`config.mk`:
```
export PLATFORM = sky130hd
export DESIGN_NAME = ras_ctrl
export DESIGN_NICKNAME = d
export VERILOG_FILES = /design/src/rtl/frontend_pkg.sv /design/src/rtl/ras_storage.sv /design/src/rtl/ras_ctrl.sv
export SDC_FILE = /design/constraint.sdc
export NUM_CORES = 1
export LEC_CHECK = 0
export CORE_ASPECT_RATIO = 1.5
export CORE_UTILIZATION = 50
export CTS_BUF_LIST = sky130_fd_sc_hd__clkbuf_16
export CTS_CLUSTER_SIZE = 40
export DETAILED_ROUTE_END_ITERATION = 10
export DONT_BUFFER_PORTS = 1
export PLACE_DENSITY = 0.72
export RECOVER_POWER = 50
export SYNTH_ARGS = -nofsm -noshare
export SYNTH_HDL_FRONTEND = slang
export SYNTH_SLANG_ARGS = --single-unit
```
`constraint.sdc`:
```
create_clock -name clk -period 16.2 [get_ports clk]
set_clock_uncertainty 0.05 [all_clocks]
set_input_delay 1.62 -clock clk [delete_from_list [all_inputs] [get_ports clk]]
set_output_delay 1.62 -clock clk [all_outputs]
set_load 0.005 [all_outputs]
```
`src/rtl/frontend_pkg.sv`:
```
// Shared frontend definitions: predecode control-flow classes and RAS sizing.
package frontend_pkg;

  typedef enum logic [3:0] {
    NOT_CFLOW  = 4'd0,
    IS_COND_BR = 4'd1,
    IS_RET     = 4'd2,
    IS_J       = 4'd3,
    IS_JR      = 4'd4,
    IS_JAL     = 4'd5,
    IS_JALR    = 4'd6,
    IS_JALR_CO = 4'd7
  } jump_t;

  localparam int RAS_DEPTH = 8;
  localparam int N_PD_BITS = 4;

endpackage

```
`src/rtl/ras_storage.sv`:
```
// Return-address entry array: one synchronous write port, one combinational read port.
module ras_storage #(
  parameter int DEPTH = 8,
  parameter int PTR_W = $clog2(DEPTH)
) (
  input  logic             clk,
  input  logic             we,
  input  logic [PTR_W-1:0] waddr,
  input  logic [63:0]      wdata,
  input  logic [PTR_W-1:0] raddr,
  output logic [63:0]      rdata
);

  logic [63:0] mem [DEPTH];

  // Contents are deliberately left unreset; occupancy tracking makes stale entries harmless.
  always_ff @(posedge clk) begin
    if (we) mem[waddr] <= wdata;
  end

  assign rdata = mem[raddr];

endmodule

```
`src/rtl/ras_ctrl.sv`:
```
// Return-address-stack controller: decodes predecode classes into push/pop/swap on a
// circular stack, registers the predicted return target, and supports checkpoint repair.
module ras_ctrl
  import frontend_pkg::*;
#(
  parameter int DEPTH = RAS_DEPTH,
  parameter int PD_W  = N_PD_BITS,
  parameter int PTR_W = $clog2(DEPTH)
) (
  input  logic             clk,
  input  logic             reset,
  input  logic             pd_valid,
  input  logic [PD_W-1:0]  pd_type,
  input  logic [63:0]      pd_pc,
  input  logic             restore,
  input  logic [PTR_W-1:0] restore_tos,
  input  logic [PTR_W:0]   restore_cnt,
  output logic [PTR_W-1:0] ckpt_tos,
  output logic [PTR_W:0]   ckpt_cnt,
  output logic             pred_valid,
  output logic [63:0]      pred_target,
  output logic             ras_empty,
  output logic             ras_full
);

  localparam int                 CNT_W   = PTR_W + 1;
  localparam logic [CNT_W-1:0]   CNT_MAX = CNT_W'(DEPTH);
  localparam logic [CNT_W-1:0]   CNT_ONE = CNT_W'(1);
  localparam logic [PTR_W-1:0]   PTR_ONE = PTR_W'(1);

  localparam logic [PD_W-1:0] PD_RET     = PD_W'(IS_RET);
  localparam logic [PD_W-1:0] PD_JAL     = PD_W'(IS_JAL);
  localparam logic [PD_W-1:0] PD_JALR    = PD_W'(IS_JALR);
  localparam logic [PD_W-1:0] PD_JALR_CO = PD_W'(IS_JALR_CO);

  logic [PTR_W-1:0] tos_q, tos_d;
  logic [CNT_W-1:0] cnt_q, cnt_d;
  logic             pred_valid_p1, pred_valid_d;
  logic [63:0]      pred_target_p1, pred_target_d;

  logic             wr_en;
  logic [PTR_W-1:0] wr_addr;
  logic [63:0]      rd_data;
  logic [63:0]      link;

  function automatic logic [CNT_W-1:0] sat_inc(input logic [CNT_W-1:0] c);
    return (c == CNT_MAX) ? c : c + CNT_ONE;
  endfunction

  function automatic logic [CNT_W-1:0] clamp_cnt(input logic [CNT_W-1:0] c);
    return (c > CNT_MAX) ? CNT_MAX : c;
  endfunction

  assign link = pd_pc + 64'd4;

  ras_storage #(.DEPTH(DEPTH), .PTR_W(PTR_W)) u_storage (
    .clk   (clk),
    .we    (wr_en),
    .waddr (wr_addr),
    .wdata (link),
    .raddr (tos_q),
    .rdata (rd_data)
  );

  // Stage p0: decode the predecoded class into the next stack state and entry write.
  always_comb begin
    tos_d         = tos_q;
    cnt_d         = cnt_q;
    pred_valid_d  = 1'b0;
    pred_target_d = pred_target_p1;
    wr_en         = 1'b0;
    wr_addr       = tos_q + PTR_ONE;
    if (restore) begin
      tos_d = restore_tos;
      cnt_d = clamp_cnt(restore_cnt);
    end else if (pd_valid) begin
      case (pd_type)
        PD_JAL, PD_JALR: begin
          tos_d = tos_q + PTR_ONE;
          cnt_d = sat_inc(cnt_q);
          wr_en = 1'b1;
        end
        PD_RET: begin
          if (cnt_q != '0) begin
            pred_valid_d  = 1'b1;
            pred_target_d = rd_data;
            tos_d         = tos_q - PTR_ONE;
            cnt_d         = cnt_q - CNT_ONE;
          end
        end
        PD_JALR_CO: begin
          if (cnt_q == '0) begin
            tos_d = tos_q + PTR_ONE;
            cnt_d = sat_inc(cnt_q);
            wr_en = 1'b1;
          end else begin
            // Read of entry[tos] happens before the same-cycle overwrite with the link.
            pred_valid_d  = 1'b1;
            pred_target_d = rd_data;
            wr_en         = 1'b1;
            wr_addr       = tos_q;
          end
        end
        default: ;
      endcase
    end
  end

  // Stage p1: registered stack pointers and prediction.
  always_ff @(posedge clk or posedge reset) begin
    if (reset) begin
      tos_q          <= '0;
      cnt_q          <= '0;
      pred_valid_p1  <= 1'b0;
      pred_target_p1 <= '0;
    end else begin
      tos_q          <= tos_d;
      cnt_q          <= cnt_d;
      pred_valid_p1  <= pred_valid_d;
      pred_target_p1 <= pred_target_d;
    end
  end

  assign ckpt_tos    = tos_q;
  assign ckpt_cnt    = cnt_q;
  assign pred_valid  = pred_valid_p1;
  assign pred_target = pred_target_p1;
  assign ras_empty   = (cnt_q == '0);
  assign ras_full    = (cnt_q == CNT_MAX);

endmodule

```
==> impl_metrics.tcl <==
set metrics [dict create \
    synthArstFlopShare_pct 12.3 \
    r2r_start "ckpt_tos[2]" \
    cts_setup_buffers 0 \
    worstMarginPinSlew_ns 4.40 \
    ys_types 50 \
    p_leak_uw 0.00827 \
    netlist_area_um2 23300 \
    die_w_um 178 \
    avgSynthCellArea_um2 17.6 \
    yosys_register_bits 584 \
    hold_start "pred_target[53]" \
    min_period_ns 7.99 \
    core_um2 45900 \
    violations "capacitance limit, slew limit" \
    hold_path_depth 2 \
    synth_edf_count 512 \
    r2r_cells 6 \
    end_kind "register" \
    crit_arrival_ns 8.11 \
    ctsHtreeMaxLevel 2 \
    ys_top_cells_by_area "edfxtp_1 (66%), mux4_2 (12%), dfrtp_1 (7.7%), nand2_1 (2.6%), a31oi_1 (1.8%)" \
    hold_viol 0 \
    track_usage_pct 21.5 \
    critical_path_required_ns 16.33 \
    synth_top_area_cell "edfxtp_1" \
    fp.dieArea_um2 47500 \
    dp_hpwl_um 27700 \
    cts_resized 0 \
    setup_ws_ns 8.21 \
    grt_pass1_wl_um 75000 \
    powerDensity_nw_per_um2 126 \
    yosys.area.top_type_share_pct 65.9 \
    max-vdd-ir-drop_mv 0.0757 \
    start_util_pct 50.8 \
    grt_pass1_vias 12200 \
    critPathMaxFanout 73 \
    drive_gt1_share_pct 16.6 \
    cap_violations 11 \
    nets 1407 \
    clockRootBuffer "clkbuf_16" \
    fin_crit_sh_pct 49.3 \
    syn-num-nets 1405 \
    syn2layout_area_growth_pct 9.15 \
    ant_nets 0 \
    clock_sinks 584 \
    drt_wl_total_um 49900 \
    outcome "complete, but fails checks" \
    yosysWarnings 0 \
    cts_made_buffers 50 \
    cts_hold_buf 0 \
    hold_class "register to register" \
    io_buffers 0 \
    min_to "pred_target[53]" \
    num_antenna_cells 0 \
    grt_max_degree 84 \
    avgRoutedWirePerCell_um 25.5 \
    maxSlewViolCount 514 \
    setup_tns_ns 0 \
    via_per_inst 6.07 \
    clock_path_buffers 3 \
    ys.flop_type "edfxtp_1" \
    dpl_worst_slack_ns 11.41 \
    gr-total-overflow 0 \
    ios 153 \
    whs_ns 0.526 \
    worstSetupPathType "register to register" \
    r2r-end "u_storage.mem[0][18]" \
    core.rowCount 96 \
    maxSlewHeadroom_pct -194 \
    place_congestion 0.776 \
    path_clk_slew_ns 0.06 \
    first_pass_iters 5 \
    r2r_setup_slack_ns 8.21 \
    crit_path_start_kind "register" \
    cts_tree "built" \
    route.detailed.drc 0 \
    antenna_found_initial 0 \
    insertion_delay_ns 0.57 \
    setup_viol 0 \
    grt_setup_unrepaired "no" \
    dr_total_vias 11900 \
    timing.fmax_ghz 0.125 \
    ys_seq_area_share_pct 73.6 \
    final_util_pct 55.5 \
    die_h_um 267 \
    syn-instance-count 1322 \
    drt_iter0_markers 1008 \
]
cell families (layout without fill, tap and decap cells):
group | Yosys count | after routing | share of synthesized area (%)
DFF | 584 | 584 | 73.6
xor gates and xnor gates | 67 | 67 | 2.52
and+or+nand+nor | 356 | 356 | 7.10
muxes | 131 | 131 | 12.5
AOI/OAI and AO/OA | 93 | 93 | 2.51
buffers and inverters | 87 | 131 | 1.53
adders and majority gates | 4 | 4 | 0.215
critical path, cell delays in order, from the launching register on:
cell	delay, ns
dfrtp_2	0.38
clkbuf_1	1.61
inv_2	0.41
clkbuf_1	3.06
a31oi_1	0.84
nor2_4	0.30
buf_4	0.88
report_power, final:
group / switching (µW) / leakage [µW] / internal [µW]
Sequential: 87.2 / 0.00545 / 1710
Clock: 512 / 0.000832 / 627
Combinational: 142 / 0.00199 / 139
metal layers:
| layer | wire (µm) | global-route usage (%) |
|---|---|---|
| met1 | 18500 | 26.5 |
| met2 | 26100 | 37.3 |
| met3 | 3770 | 4.49 |
| met4 | 1590 | 7.79 |
| met5 | 0 | 0 |
synthesized netlist by cell type (all sizes together), types with 6 or more instances:
master  count
edfxtp    512
nand2     159
mux4      128
nor2      102
dfrtp      72
a31oi      68
clkbuf     50
xnor2      41
nand3      27
xor2       26
inv        20
buf        17
nand4      15
nor3       13
a21oi       7
and3        7
o21ai       7
nor4        6
worst max-delay path by stage:
stage                           start              endpoint  cells after the start
after global routing      ckpt_tos[1]           ckpt_tos[1]                      1
final                     ckpt_tos[2]  u_storage.mem[0][18]                      6
after detailed placement  ckpt_tos[0]  u_storage.mem[7][29]                      8
after CTS                 ckpt_tos[0]  u_storage.mem[7][35]                      8
after global placement    ckpt_tos[0]  u_storage.mem[7][24]                      8
after floorplan            pd_type[1]   u_storage.mem[0][0]                      6
flip-flops by register name, summed over array words and instances, names as in the netlist:
name / count
ckpt_cnt: 4
pred_target: 64
ckpt_tos: 3
u_storage.mem: 512
pred_valid: 1
layout by cell type (no fill, tap or decap), types with 3 or more instances in the layout:
cell         n
clkbuf_1     6
mux4_2     128
or3_1        3
clkbuf_16   50
inv_1       35
o21ai_0      7
clkinv_2     8
and3_1       6
and4_1       4
xor2_1      26
dfrtp_1     70
nor2_4       8
mux2i_1      3
a21oi_1      7
nor3_1      12
nor2_1      94
bufinv_16    4
nand4_1     13
clkinv_1    10
nor4_1       6
edfxtp_1   512
a211oi_1     5
a31oi_1     68
buf_4       11
nand2_1    159
xnor2_1     41
ha_1         4
nand2b_1     4
nand3_1     27
final cells by class:
class                           count  area (µm²)
Fill cell                        3510       20400
Multi-Input combinational cell    651        5790
Clock inverter                     44         314
Tap cell                          588         736
Inverter                           20        76.3
Sequential cell                   584       17200
Timing Repair Buffer               17         105
Clock buffer                       50        1250
metrics by stage:
stage / instance area (µm²) / power [µW] / std cells
6_report: 25500 / 3220 / 1954
5_1_grt: 25500 / 3330 / 1954
4_1_cts: 25500 / 3240 / 1954
3_5_place_dp: 24000 / 2100 / 1860
3_3_place_gp: 24000 / 2100 / 1860
2_1_floorplan: 23300 / 2010 / 1322
Note: power is estimated with default switching activity, not from simulation.
